[src/rtl/pak_dsp_cfg_ctrl_if.sv]
// rtl/pak_dsp_cfg_ctrl_if.sv - coefficient stream and pak_dsp register bus bundle
interface pak_dsp_cfg_ctrl_if #(
   parameter int COEFF_WIDTH = 16
);
   logic                   start;
   logic                   abort;
   logic [15:0]            ctrl_word;
   logic [COEFF_WIDTH-1:0] coeff_in;
   logic                   coeff_valid;
   logic                   coeff_ready;
   logic [5:0]             addr;
   logic                   write_en;
   logic [15:0]            wdata;
   logic [15:0]            rdata;
   logic                   busy;
   logic                   done;
   logic                   err;

   modport slave (
      input  start, abort, ctrl_word, coeff_in, coeff_valid, rdata,
      output coeff_ready, addr, write_en, wdata, busy, done, err
   );

   modport master (
      output start, abort, ctrl_word, coeff_in, coeff_valid, rdata,
      input  coeff_ready, addr, write_en, wdata, busy, done, err
   );
endinterface

[src/rtl/pak_dsp_cfg_ctrl.sv]
// rtl/pak_dsp_cfg_ctrl.sv - loads N coefficients into pak_dsp with readback check, then writes the control word
module pak_dsp_cfg_ctrl #(
   parameter int N           = 8,
   parameter int COEFF_WIDTH = 16,
   parameter int COEFF_BASE  = 32,
   parameter int CTRL_ADDR   = 0
) (
   input logic                clk,
   input logic                arst_n,
   pak_dsp_cfg_ctrl_if.slave  bus
);
   localparam int IW = (N > 1) ? $clog2(N) : 1;

   typedef enum logic [2:0] {
      S_IDLE,
      S_LOAD,
      S_WRITE,
      S_CHECK,
      S_CTRL,
      S_DONE
   } state_t;

   state_t                 r_state;
   logic [IW-1:0]          r_index;
   logic [COEFF_WIDTH-1:0] r_coeff;
   logic [15:0]            r_ctrl;
   logic                   r_err;

   logic [5:0]             w_coeff_addr;
   logic [5:0]             w_addr;
   logic [15:0]            w_wdata;
   logic                   w_write_en;
   logic                   w_coeff_ready;
   logic                   w_done;

   assign w_coeff_addr = 6'(COEFF_BASE) + 6'(r_index);

   always_ff @(posedge clk or negedge arst_n) begin
      if (!arst_n) begin
         r_state <= S_IDLE;
         r_index <= '0;
         r_coeff <= '0;
         r_ctrl  <= '0;
         r_err   <= 1'b0;
      end else if (r_state != S_IDLE && bus.abort) begin
         // abort wins over every transition and leaves err untouched
         r_state <= S_IDLE;
      end else begin
         case (r_state)
            S_IDLE: begin
               if (bus.start && !bus.abort) begin
                  r_state <= S_LOAD;
                  r_ctrl  <= bus.ctrl_word;
                  r_index <= '0;
                  r_err   <= 1'b0;
               end
            end
            S_LOAD: begin
               if (bus.coeff_valid) begin
                  r_coeff <= bus.coeff_in;
                  r_state <= S_WRITE;
               end
            end
            S_WRITE: r_state <= S_CHECK;
            S_CHECK: begin
               if (bus.rdata != 16'(r_coeff)) begin
                  r_err <= 1'b1;
               end
               if (r_index == IW'(N - 1)) begin
                  r_state <= S_CTRL;
               end else begin
                  r_index <= r_index + 1'b1;
                  r_state <= S_LOAD;
               end
            end
            S_CTRL:  r_state <= S_DONE;
            S_DONE:  r_state <= S_IDLE;
            default: r_state <= S_IDLE;
         endcase
      end
   end

   // bus outputs are pure decodes of the state registers so reset clears them at once
   always_comb begin
      w_addr        = 6'd0;
      w_wdata       = 16'd0;
      w_write_en    = 1'b0;
      w_coeff_ready = 1'b0;
      w_done        = 1'b0;
      case (r_state)
         S_LOAD:  w_coeff_ready = 1'b1;
         S_WRITE: begin
            w_addr     = w_coeff_addr;
            w_wdata    = 16'(r_coeff);
            w_write_en = 1'b1;
         end
         S_CHECK: begin
            w_addr  = w_coeff_addr;
            w_wdata = 16'(r_coeff);
         end
         S_CTRL: begin
            w_addr     = 6'(CTRL_ADDR);
            w_wdata    = r_ctrl;
            w_write_en = 1'b1;
         end
         S_DONE:  w_done = 1'b1;
         default: w_done = 1'b0;
      endcase
   end

   assign bus.addr        = w_addr;
   assign bus.wdata       = w_wdata;
   assign bus.write_en    = w_write_en;
   assign bus.coeff_ready = w_coeff_ready;
   assign bus.done        = w_done;
   assign bus.busy        = (r_state != S_IDLE);
   assign bus.err         = r_err;
endmodule

[src/flat_wrapper.sv]
// flat-port wrapper written by rule: the top's interface ports become plain ports
module pak_dsp_cfg_ctrl_flat 
#(
   parameter int N           = 8,
   parameter int COEFF_WIDTH = 16,
   parameter int COEFF_BASE  = 32,
   parameter int CTRL_ADDR   = 0
)
  (clk, arst_n, bus_start, bus_abort, bus_ctrl_word, bus_coeff_in, bus_coeff_valid, bus_rdata, bus_coeff_ready, bus_addr, bus_write_en, bus_wdata, bus_busy, bus_done, bus_err);
  pak_dsp_cfg_ctrl_if #(.COEFF_WIDTH(COEFF_WIDTH)) bus_i ();
  input logic clk;
  input logic arst_n;
  input wire logic [$bits(bus_i.start)-1:0] bus_start;
  input wire logic [$bits(bus_i.abort)-1:0] bus_abort;
  input wire logic [$bits(bus_i.ctrl_word)-1:0] bus_ctrl_word;
  input wire logic [$bits(bus_i.coeff_in)-1:0] bus_coeff_in;
  input wire logic [$bits(bus_i.coeff_valid)-1:0] bus_coeff_valid;
  input wire logic [$bits(bus_i.rdata)-1:0] bus_rdata;
  output wire logic [$bits(bus_i.coeff_ready)-1:0] bus_coeff_ready;
  output wire logic [$bits(bus_i.addr)-1:0] bus_addr;
  output wire logic [$bits(bus_i.write_en)-1:0] bus_write_en;
  output wire logic [$bits(bus_i.wdata)-1:0] bus_wdata;
  output wire logic [$bits(bus_i.busy)-1:0] bus_busy;
  output wire logic [$bits(bus_i.done)-1:0] bus_done;
  output wire logic [$bits(bus_i.err)-1:0] bus_err;
  assign bus_i.start = bus_start;
  assign bus_i.abort = bus_abort;
  assign bus_i.ctrl_word = bus_ctrl_word;
  assign bus_i.coeff_in = bus_coeff_in;
  assign bus_i.coeff_valid = bus_coeff_valid;
  assign bus_i.rdata = bus_rdata;
  assign bus_coeff_ready = bus_i.coeff_ready;
  assign bus_addr = bus_i.addr;
  assign bus_write_en = bus_i.write_en;
  assign bus_wdata = bus_i.wdata;
  assign bus_busy = bus_i.busy;
  assign bus_done = bus_i.done;
  assign bus_err = bus_i.err;
  pak_dsp_cfg_ctrl #(.N(N), .COEFF_WIDTH(COEFF_WIDTH), .COEFF_BASE(COEFF_BASE), .CTRL_ADDR(CTRL_ADDR)) u_core (.clk(clk), .arst_n(arst_n), .bus(bus_i));
endmodule
[config.mk]
export PLATFORM = sky130hd
export DESIGN_NAME = pak_dsp_cfg_ctrl_flat
export DESIGN_NICKNAME = d
export VERILOG_FILES = /design/src/rtl/pak_dsp_cfg_ctrl_if.sv /design/src/rtl/pak_dsp_cfg_ctrl.sv /design/src/flat_wrapper.sv
export SDC_FILE = /design/constraint.sdc
export NUM_CORES = 1
export LEC_CHECK = 0
export ABC_AREA = 1
export CAP_MARGIN = 0
export CORE_UTILIZATION = 35
export DETAILED_ROUTE_END_ITERATION = 7
export PLACE_DENSITY = 0.65
export REMOVE_ABC_BUFFERS = 1
export SKIP_LAST_GASP = 1
export SLEW_MARGIN = 10
export SYNTH_ARGS = -nofsm -noshare
export SYNTH_HDL_FRONTEND = slang
export SYNTH_SLANG_ARGS = --single-unit
[constraint.sdc]
create_clock -name clk -period 1.6 [get_ports clk]
set_clock_uncertainty 0.05 [all_clocks]
set_input_delay 0.32 -clock clk [delete_from_list [all_inputs] [get_ports clk]]
set_output_delay 0.32 -clock clk [all_outputs]
set_load 0.1 [all_outputs]
==> results of run 1 <==
-- power by group --
group	total [mW]	leakage [nW]	switching [mW]	internal [mW]
logic	4.11	1.42	2.37	1.74
clock network	0.859	0.0612	0.354	0.505
registers	1.72	0.470	0.310	1.41
total	6.69	1.95	3.04	3.65
-- worst max-delay path, cell delays in order, from the launching register on --
cell and delay [ns]:
dfrtp_1 0.39, buf_4 0.16, inv_4 0.08, buf_6 0.15, nand3_1 0.14, o21ai_1 0.18
bufbuf_16 0.36
-- logic make-up after synthesis --
kind of cell,share of synthesized area
multiplexers,0.0214
AND/OR/NAND/NOR,0.292
XOR/XNOR,0.0208
buffers and inverters,0.0832
other,0.00178
adder cells (fa/ha/maj),0.0119
flip-flops,0.463
AO/OA/AOI/OAI,0.105
-- routing by layer --
metal	GRT usage	up-vias
met5	0	-
met4	0.0618	0
met3	0.0331	21
met2	0.350	81
met1	0.251	1029
li1	-	1098
-- cell usage after synthesis (2+ instances only) --
cell / instances / area, um2
a21oi_1: 12 / 60.1
ha_1: 2 / 25.0
nand3_1: 10 / 50.1
inv_1: 33 / 124
inv_2: 2 / 7.51
nand2_1: 98 / 368
buf_2: 5 / 25.0
mux2_2: 4 / 45.0
o21ai_0: 16 / 80.1
xnor2_1: 5 / 43.8
a22o_1: 4 / 35.0
o21ai_1: 3 / 15.0
nor2_1: 26 / 97.6
buf_4: 2 / 15.0
dfrtp_1: 39 / 976
nor3_4: 2 / 32.5
or2_2: 2 / 12.5
-- cell type report --
class                   count  area share
multi-input cells         197       0.313
well taps                  72      0.0220
flip-flops and latches     39       0.238
repair buffers            120       0.364
inverters                  35      0.0335
clock inverters             2     0.00854
clock buffers               6      0.0201
-- repair_timing --
item / CTS / global route
cloned: 2 / 1
setup endpoints to repair: 32 / 63
resized for setup: 67 / 56
hold buffers: 1 / 0
endpoints found under the hold margin: 22 / 0
setup buffers: 11 / 8
pin swaps: 5 / 14
-- path summary, 6_finish.rpt --
path,from,end
setup reg to reg,u_core.r_state[0]$_DFFE_PN0P_,u_core.r_index[0]$_DFFE_PN0P_
max in group asynchronous,arst_n,u_core.r_ctrl[8]$_DFFE_PN0P_
hold reg to reg,u_core.r_ctrl[1]$_DFFE_PN0P_,u_core.r_ctrl[1]$_DFFE_PN0P_
hold / removal,u_core.r_ctrl[1]$_DFFE_PN0P_,u_core.r_ctrl[1]$_DFFE_PN0P_
setup / recovery,u_core.r_state[2]$_DFFE_PN0P_,bus_write_en
min in group asynchronous,arst_n,u_core.r_coeff[7]$_DFFE_PN0P_
-- flip-flops by register name (all words and copies together) (netlist names) --
signal / count
u_core.r_coeff: 16
u_core.r_ctrl: 16
u_core.r_index: 3
u_core.r_state: 3
u_core.bus.err: 1
-- metrics by stage --
step,instance area [um2],std cells,setup TNS [ns]
floorplan,2070,270,-68.58
global placement,3340,442,-4.91
detailed placement,3340,442,-5.83
CTS,3810,464,-10.98
global route,4100,471,-22.06
finish,4100,471,-17.70
==> impl_metrics.yaml, run 1 <==
drt:
  dr.pass1.iters: 4
  drc: 0
  met2RoutedLength_mm: 3.38
  antenna_left: 0
  dr_total_vias: 2229
  first_iter_violations: 96
  wl_met1_mm: 2.72
  drt_wl_total_mm: 6.75
  highest-signal-layer: "met4"
  dr_wl_met3_um: 425
  viasPerCell: 4.73
  wl_per_cell_um: 14.3
global_route:
  grt_pass1_vias: 2144
  track_usage: 0.200
  grt_max_degree: 25
  gr-total-overflow: 0
  grt_pass1_wl_mm: 9.59
  antenna_found_initial: 0
cts:
  cts_root_buf: "clkbuf_8"
  htree_num_levels: 2
  cts_buffers: 5
  path_clk_slew_ns: 0.08
  cts_tree: "done"
  clock_latency_ns: 0.30
  clock-sinks: 39
  cts_max_path_buffers: 2
sta:
  worst_slew_pin_slew_ns: 0.548
  post-route-period-util: 1.33
  rsz0062_at_grt: "true"
  finalSetupViolations: 61
  maxSlewViolCount: 0
  max_freq_mhz: 469
  fin_ws_ns: -0.532
  holdWs_ns: 0.445
  period_minus_slack_ns: 2.13
  slew_headroom: 0.635
  hold_violations: 0
layout:
  fin_nets: 453
  areaGrowthSynthToFinish_pct: 94.9
  multiInputGateArea_mm2: 0.00129
  fillers: 385
  layout.cells.most_common: "nand2_1"
  regArea_um2: 977
  postLayoutCoreUtil: 0.727
  mostFrequentLayoutCells: "nand2_1, clkdlybuf4s50_1, dfrtp_1, inv_1, buf_12"
  diodes: 0
  drive_gt1_frac: 0.371
place:
  pre_cts_ws_ns: -0.275
  gp_congestion: 0.795
  port_buffers: 77
  dp_hpwl_mm: 4.10
setup_path:
  start_kind: "register"
  worstPathArrival_ns: 1.76
  path_max_fanout: 5
  endpoint_kind: "output port"
  cp.required_ns: 1.23
  reg2reg_slack_ns: -0.34
  rr_worst_depth: 12
  crit_type: "register to output port"
yosys:
  synth_ff_type: "dfrtp_1"
  ys_async_sr_fraction: 1.00
  synth-seq-area-share: 0.463
  synth_edf_count: 0
  avgSynthCellArea_um2: 7.60
  synth-seq-cells: 39
  yosysUniqueCellTypes: 29
  synth_area_mm2: 0.00211
  postSynthCellCount: 277
  yosysWarnings: 0
floorplan:
  die_w_um: 79.6
  die_area_mm2: 0.00633
  core-area_mm2: 0.00564
  ios: 80
  start_util: 0.373
  num_rows: 27
  die_y_um: 79.6
worst_hold_path:
  worstHoldPathType: "register to register"
  hold_depth: 2
run:
  drv_cap: 0
power_and_ir_drop:
  design_power_total_mw: 6.69
  p_per_area_mw_per_mm2: 1630
  p_leak_nw: 1.95
  ir_drop_v: 0.000919
outcome:
  violations: "negative setup slack"
  status: "finished, violations left"
Note: power is estimated with default switching activity, not from simulation.
==> inputs of run 2 (changes only) <==
- CORE_UTILIZATION: 35 -> 40
- GPL_ROUTABILITY_DRIVEN: unset -> 1
- PLACE_DENSITY: 0.65 -> 0.73
==> run 2 against run 1 <==
Total power decreased by 7.9%. First-iteration DRC count grew 7.3%. Utilization grew 4.4 points. Final cell count is 0.64% lower. Sequential power barely moved. Routed wire length fell by 2.0%. Register-to-register slack improved by 0.06 ns. Critical path depth is 2 higher. Worst hold slack worse by 0.021 ns. Setup slack improved by 0.086 ns. Global-route usage increased by 4.1 points. Sequential share of layout area up 1.1 points. The flow still finishes with violations (negative setup slack).
==> impl_metrics.yaml, run 2 (synthesis gave the netlist of run 1 again) <==
cts:
  htree_num_levels: 2
  cts_max_path_buffers: 2
  cts_buffers: 5
  path_clk_slew_ns: 0.07
  clock_latency_ns: 0.30
  cts_tree: "done"
  cts_root_buf: "clkbuf_8"
  clock-sinks: 39
layout:
  reg_top3: "u_core.r_coeff x16, u_core.r_ctrl x16"
  postLayoutCoreUtil: 0.772
  mostFrequentLayoutCells: "nand2_1, clkdlybuf4s50_1, dfrtp_1, buf_4, inv_1"
  layout.cells.most_common: "nand2_1"
  instances_no_fill: 468
  drive_gt1_frac: 0.344
  diodes: 0
  fin_nets: 453
  areaGrowthSynthToFinish_pct: 86.0
setup_path:
  cp_slowest_cell: "dfrtp_2"
  r2r_end: "u_core.r_coeff[14]$_DFFE_PN0P_"
  cp.required_ns: 1.23
  cp_common_cell: "nor2_4"
  crit_type: "register to output port"
  start_kind: "register"
  cp_cell_sequence: "nor2_4 > inv_2 > nor2_4 > buf_6 > nand2_1 > o21ai_1 > buf_4 > buf_12"
  reg2reg_slack_ns: -0.28
  worstPathArrival_ns: 1.68
  r2r-start: "u_core.r_state[1]$_DFFE_PN0P_"
  critPathMaxStageDelay_ns: 0.44
  rr_worst_depth: 9
  path_max_fanout: 5
  endpoint_kind: "output port"
global_route:
  grt_pass1_wl_mm: 9.83
  antenna_found_initial: 0
  grt_pass1_vias: 2206
  gr-total-overflow: 0
  grt_max_degree: 23
  track_usage: 0.241
floorplan:
  core-area_mm2: 0.00507
  ios: 80
  die_area_mm2: 0.00556
  die_w_um: 74.6
  die_y_um: 74.6
  start_util: 0.415
  num_rows: 26
place:
  gp_congestion: 0.848
  port_buffers: 77
  dp_hpwl_mm: 4.55
  place_inst: 453
sta:
  holdWs_ns: 0.423
  finalSetupViolations: 45
  max_freq_mhz: 489
  fin_ws_ns: -0.445
  post-route-period-util: 1.28
  hold_violations: 0
  maxSlewViolCount: 0
  period_minus_slack_ns: 2.05
  rsz0062_at_grt: "true"
power_and_ir_drop:
  ir_drop_v: 0.000923
  p_leak_nw: 1.88
  design_power_total_mw: 6.16
  p_per_area_mw_per_mm2: 1570
outcome:
  violations: "negative setup slack"
  status: "finished, violations left"
worst_hold_path:
  worstHoldPathType: "register to register"
  hold_start: "u_core.r_ctrl[1]$_DFFE_PN0P_"
  hold_depth: 2
  hold_end: "u_core.r_ctrl[1]$_DFFE_PN0P_"
drt:
  antenna_left: 0
  viasPerCell: 4.75
  dr_total_vias: 2222
  drc: 0
  dr.pass1.iters: 4
  wl_per_cell_um: 14.1
  first_iter_violations: 103
  drt_wl_total_mm: 6.61
run:
  drv_cap: 0
==> run 2: cell count changes in the layout (fill, tap and decap cells not counted), sizes merged <==
cell and change:
bufinv -1, bufbuf -1, nand3 -1, buf -2
inv +1, clkinvlp -1, clkbuf +4
==> run 2: how the worst max path moves through the flow <==
stage                             startpoint             to  slack, ns  depth (start not counted)
2_1_floorplan  u_core.r_state[1]$_DFFE_PN0P_   bus_wdata[0]      -2.80                          4
3_3_place_gp   u_core.r_state[1]$_DFFE_PN0P_  bus_wdata[12]      -0.17                          6
3_5_place_dp   u_core.r_state[1]$_DFFE_PN0P_   bus_wdata[0]      -0.24                          8
4_1_cts        u_core.r_state[0]$_DFFE_PN0P_   bus_wdata[4]      -0.40                          7
5_1_grt        u_core.r_state[1]$_DFFE_PN0P_  bus_wdata[12]      -0.51                          7
6_report       u_core.r_state[1]$_DFFE_PN0P_   bus_wdata[7]      -0.45                          8
==> run 2: report_power, final <==
part	internal, mW	total [mW]	switching, mW
registers	1.41	1.71	0.301
logic	1.52	3.76	2.24
clock network	0.338	0.690	0.351
total	3.26	6.16	2.90
==> run 2: what timing repair did <==
item / 4_1_cts / 5_1_grt
setup endpoints to repair: 26 / 46
gates cloned: 1 / 1
gates resized for setup: 26 / 71
endpoints found under the hold margin: 17 / 0
pin swaps: 1 / 10
hold buffers: 1 / 0
buffers inserted: 4 / 5
==> run 2: final cells by class <==
class | instances | area (um2)
Fill cell | 355 | 1160
Clock buffer | 6 | 82.6
Inverter | 35 | 131
Tap cell | 70 | 87.6
Sequential cell | 39 | 977
Timing Repair Buffer | 121 | 1460
Multi-Input combinational cell | 196 | 1180
Clock inverter | 1 | 5.00
==> run 2: worst max-delay path: cells and delay by family (launching register included) <==
kind / cells / cell delay [ns]
buf+inv: 4 / 0.51
flops: 1 / 0.44
simple gates: 3 / 0.35
compound gates: 1 / 0.07
==> run 2: layer usage <==
| metal | vias up | global-route usage | part of all wire |
|---|---|---|---|
| li1 | 1098 | - | - |
| met1 | 1047 | 0.285 | 0.42 |
| met2 | 62 | 0.425 | 0.51 |
| met3 | 15 | 0.0420 | 0.046 |
| met4 | 0 | 0.109 | 0.025 |
| met5 | - | 0 | 0 |
==> run 2: per-stage QoR <==
stage	area, um2	worst slack [ns]	TNS [ns]
2_1_floorplan	2070	-2.80	-68.58
3_3_place_gp	3450	-0.167	-2.90
3_5_place_dp	3450	-0.244	-4.99
4_1_cts	3670	-0.405	-7.90
5_1_grt	3920	-0.511	-15.10
6_report	3920	-0.445	-12.23
==> inputs of run 3 (changes only) <==
- CAP_MARGIN: 0 -> unset
- CORE_MARGIN: unset -> 2
==> run 3 against run 2 <==
The run still ends with negative setup slack left. Die area is 5.4% higher. Setup slack better by 0.025 ns. Global-route usage is 1.1 points lower. Fmax increased by 1.2%. Critical endpoint is now bus_wdata[0]. Largest cell class unchanged. Largest power group unchanged.
==> impl_metrics.yaml, run 3 (synthesis gave the netlist of run 1 again) <==
outcome:
  status: "finished, violations left"
  violations: "negative setup slack"
sta:
  period_minus_slack_ns: 2.02
  finalSetupViolations: 42
  maxSlewViolCount: 0
  post-route-period-util: 1.26
  fin_ws_ns: -0.420
  rsz0062_at_grt: "true"
  max_freq_mhz: 495
  hold_violations: 0
global_route:
  grt_pass1_vias: 2271
  grt_max_degree: 22
  grt_pass1_wl_mm: 10.6
  antenna_found_initial: 0
  track_usage: 0.230
  gr-total-overflow: 0
run:
  drv_cap: 0
cts:
  cts_max_path_buffers: 2
  path_clk_slew_ns: 0.08
  htree_num_levels: 2
  cts_tree: "done"
  clock-sinks: 39
  cts_buffers: 5
  cts_root_buf: "clkbuf_8"
  clock_latency_ns: 0.30
drt:
  wl_per_cell_um: 14.6
  drt_wl_total_mm: 6.69
  antenna_left: 0
  first_iter_violations: 75
  viasPerCell: 4.84
  dr.pass1.iters: 4
  drc: 0
  dr_total_vias: 2222
layout:
  areaGrowthSynthToFinish_pct: 85.4
  mostFrequentLayoutCells: "nand2_1, clkdlybuf4s50_1, dfrtp_1, buf_12, inv_1"
  layout.cells.most_common: "nand2_1"
  diodes: 0
  fillers: 348
  reg_top3: "u_core.r_coeff x16, u_core.r_ctrl x16"
  drive_gt1_frac: 0.311
  fin_nets: 443
  postLayoutCoreUtil: 0.764
place:
  gp_congestion: 0.790
  dp_hpwl_mm: 4.32
  port_buffers: 77
floorplan:
  die_area_mm2: 0.00586
  die_y_um: 76.6
  die_w_um: 76.6
  core-area_mm2: 0.00511
  ios: 80
  num_rows: 26
  start_util: 0.412
setup_path:
  path_max_fanout: 8
  start_kind: "register"
  r2r-start: "u_core.r_state[0]$_DFFE_PN0P_"
  worstPathArrival_ns: 1.65
  critPathLaunch: "u_core.r_state[1]$_DFFE_PN0P_"
  endpoint_kind: "output port"
  cp.required_ns: 1.23
  crit_type: "register to output port"
worst_hold_path:
  hold_start: "u_core.r_ctrl[0]$_DFFE_PN0P_"
  worstHoldPathType: "register to register"
power_and_ir_drop:
  p_per_area_mw_per_mm2: 1630
  design_power_total_mw: 6.37
  p_leak_nw: 1.85
  ir_drop_v: 0.00106
run 3: power breakdown:
part | switching, mW | internal [mW]
logic | 2.32 | 1.52
registers | 0.286 | 1.40
clock network | 0.377 | 0.465
total | 2.98 | 3.39
run 3: what timing repair did:
| action | 4_1_cts | 5_1_grt |
|---|---|---|
| pin swaps | 6 | 9 |
| gates resized for setup | 59 | 33 |
| hold buffers | 1 | 0 |
| setup buffers | 8 | 6 |
| hold endpoints to repair | 18 | 0 |
| cloned | 0 | 0 |
| setup endpoints to repair | 26 | 62 |
run 3: cell type report:
| type | count | area (um2) | share of cell area |
|---|---|---|---|
| clock inverters | 3 | 43.8 | 0.0112 |
| repair buffers | 111 | 1380 | 0.353 |
| inverters | 35 | 144 | 0.0369 |
| flip-flops and latches | 39 | 977 | 0.250 |
| well taps | 70 | 87.6 | 0.0224 |
| clock buffers | 5 | 68.8 | 0.0176 |
| multi-input cells | 196 | 1210 | 0.309 |
run 3: critical path: stages (launching register included):
cell and delay [ns]:
dfrtp_2 0.46, nor2_4 0.13, inv_2 0.07, nor2_4 0.11, buf_6 0.17, nand2_1 0.11
o21ai_4 0.10, buf_12 0.19
run 3: final timing paths:
kind / end / slack (ns) / depth (start not counted)
max in group asynchronous: u_core.r_ctrl[4]$_DFFE_PN0P_ / 0.56 / 3
hold reg to reg: u_core.r_ctrl[0]$_DFFE_PN0P_ / 0.43 / 2
setup reg to reg: u_core.r_coeff[7]$_DFFE_PN0P_ / -0.23 / 9
min in group asynchronous: u_core.r_ctrl[1]$_DFFE_PN0P_ / 0.46 / 2
setup / recovery: bus_wdata[0] / -0.42 / 7
hold / removal: u_core.r_ctrl[0]$_DFFE_PN0P_ / 0.43 / 2
run 3: routing by layer:
metal / GRT usage / routed length [um] / up-vias
met4: 0.0636 / 119 / 0
li1: - / - / 1084
met5: 0 / 0 / -
met2: 0.424 / 3650 / 67
met3: 0.0664 / 382 / 16
met1: 0.257 / 2540 / 1055
run 3: stage by stage:
| step | instance area (um2) | std cells | setup WS (ns) | setup TNS, ns | hold WS, ns |
|---|---|---|---|---|---|
| floorplan | 2070 | 270 | -2.80 | -68.58 | -0.0256 |
| CTS | 3730 | 454 | -0.358 | -8.56 | 0.429 |
| global route | 3900 | 459 | -0.474 | -14.35 | 0.457 |
| detailed placement | 3350 | 438 | -0.274 | -7.06 | 0.241 |
| global placement | 3350 | 438 | -0.201 | -4.90 | 0.244 |
| finish | 3900 | 459 | -0.420 | -11.94 | 0.428 |
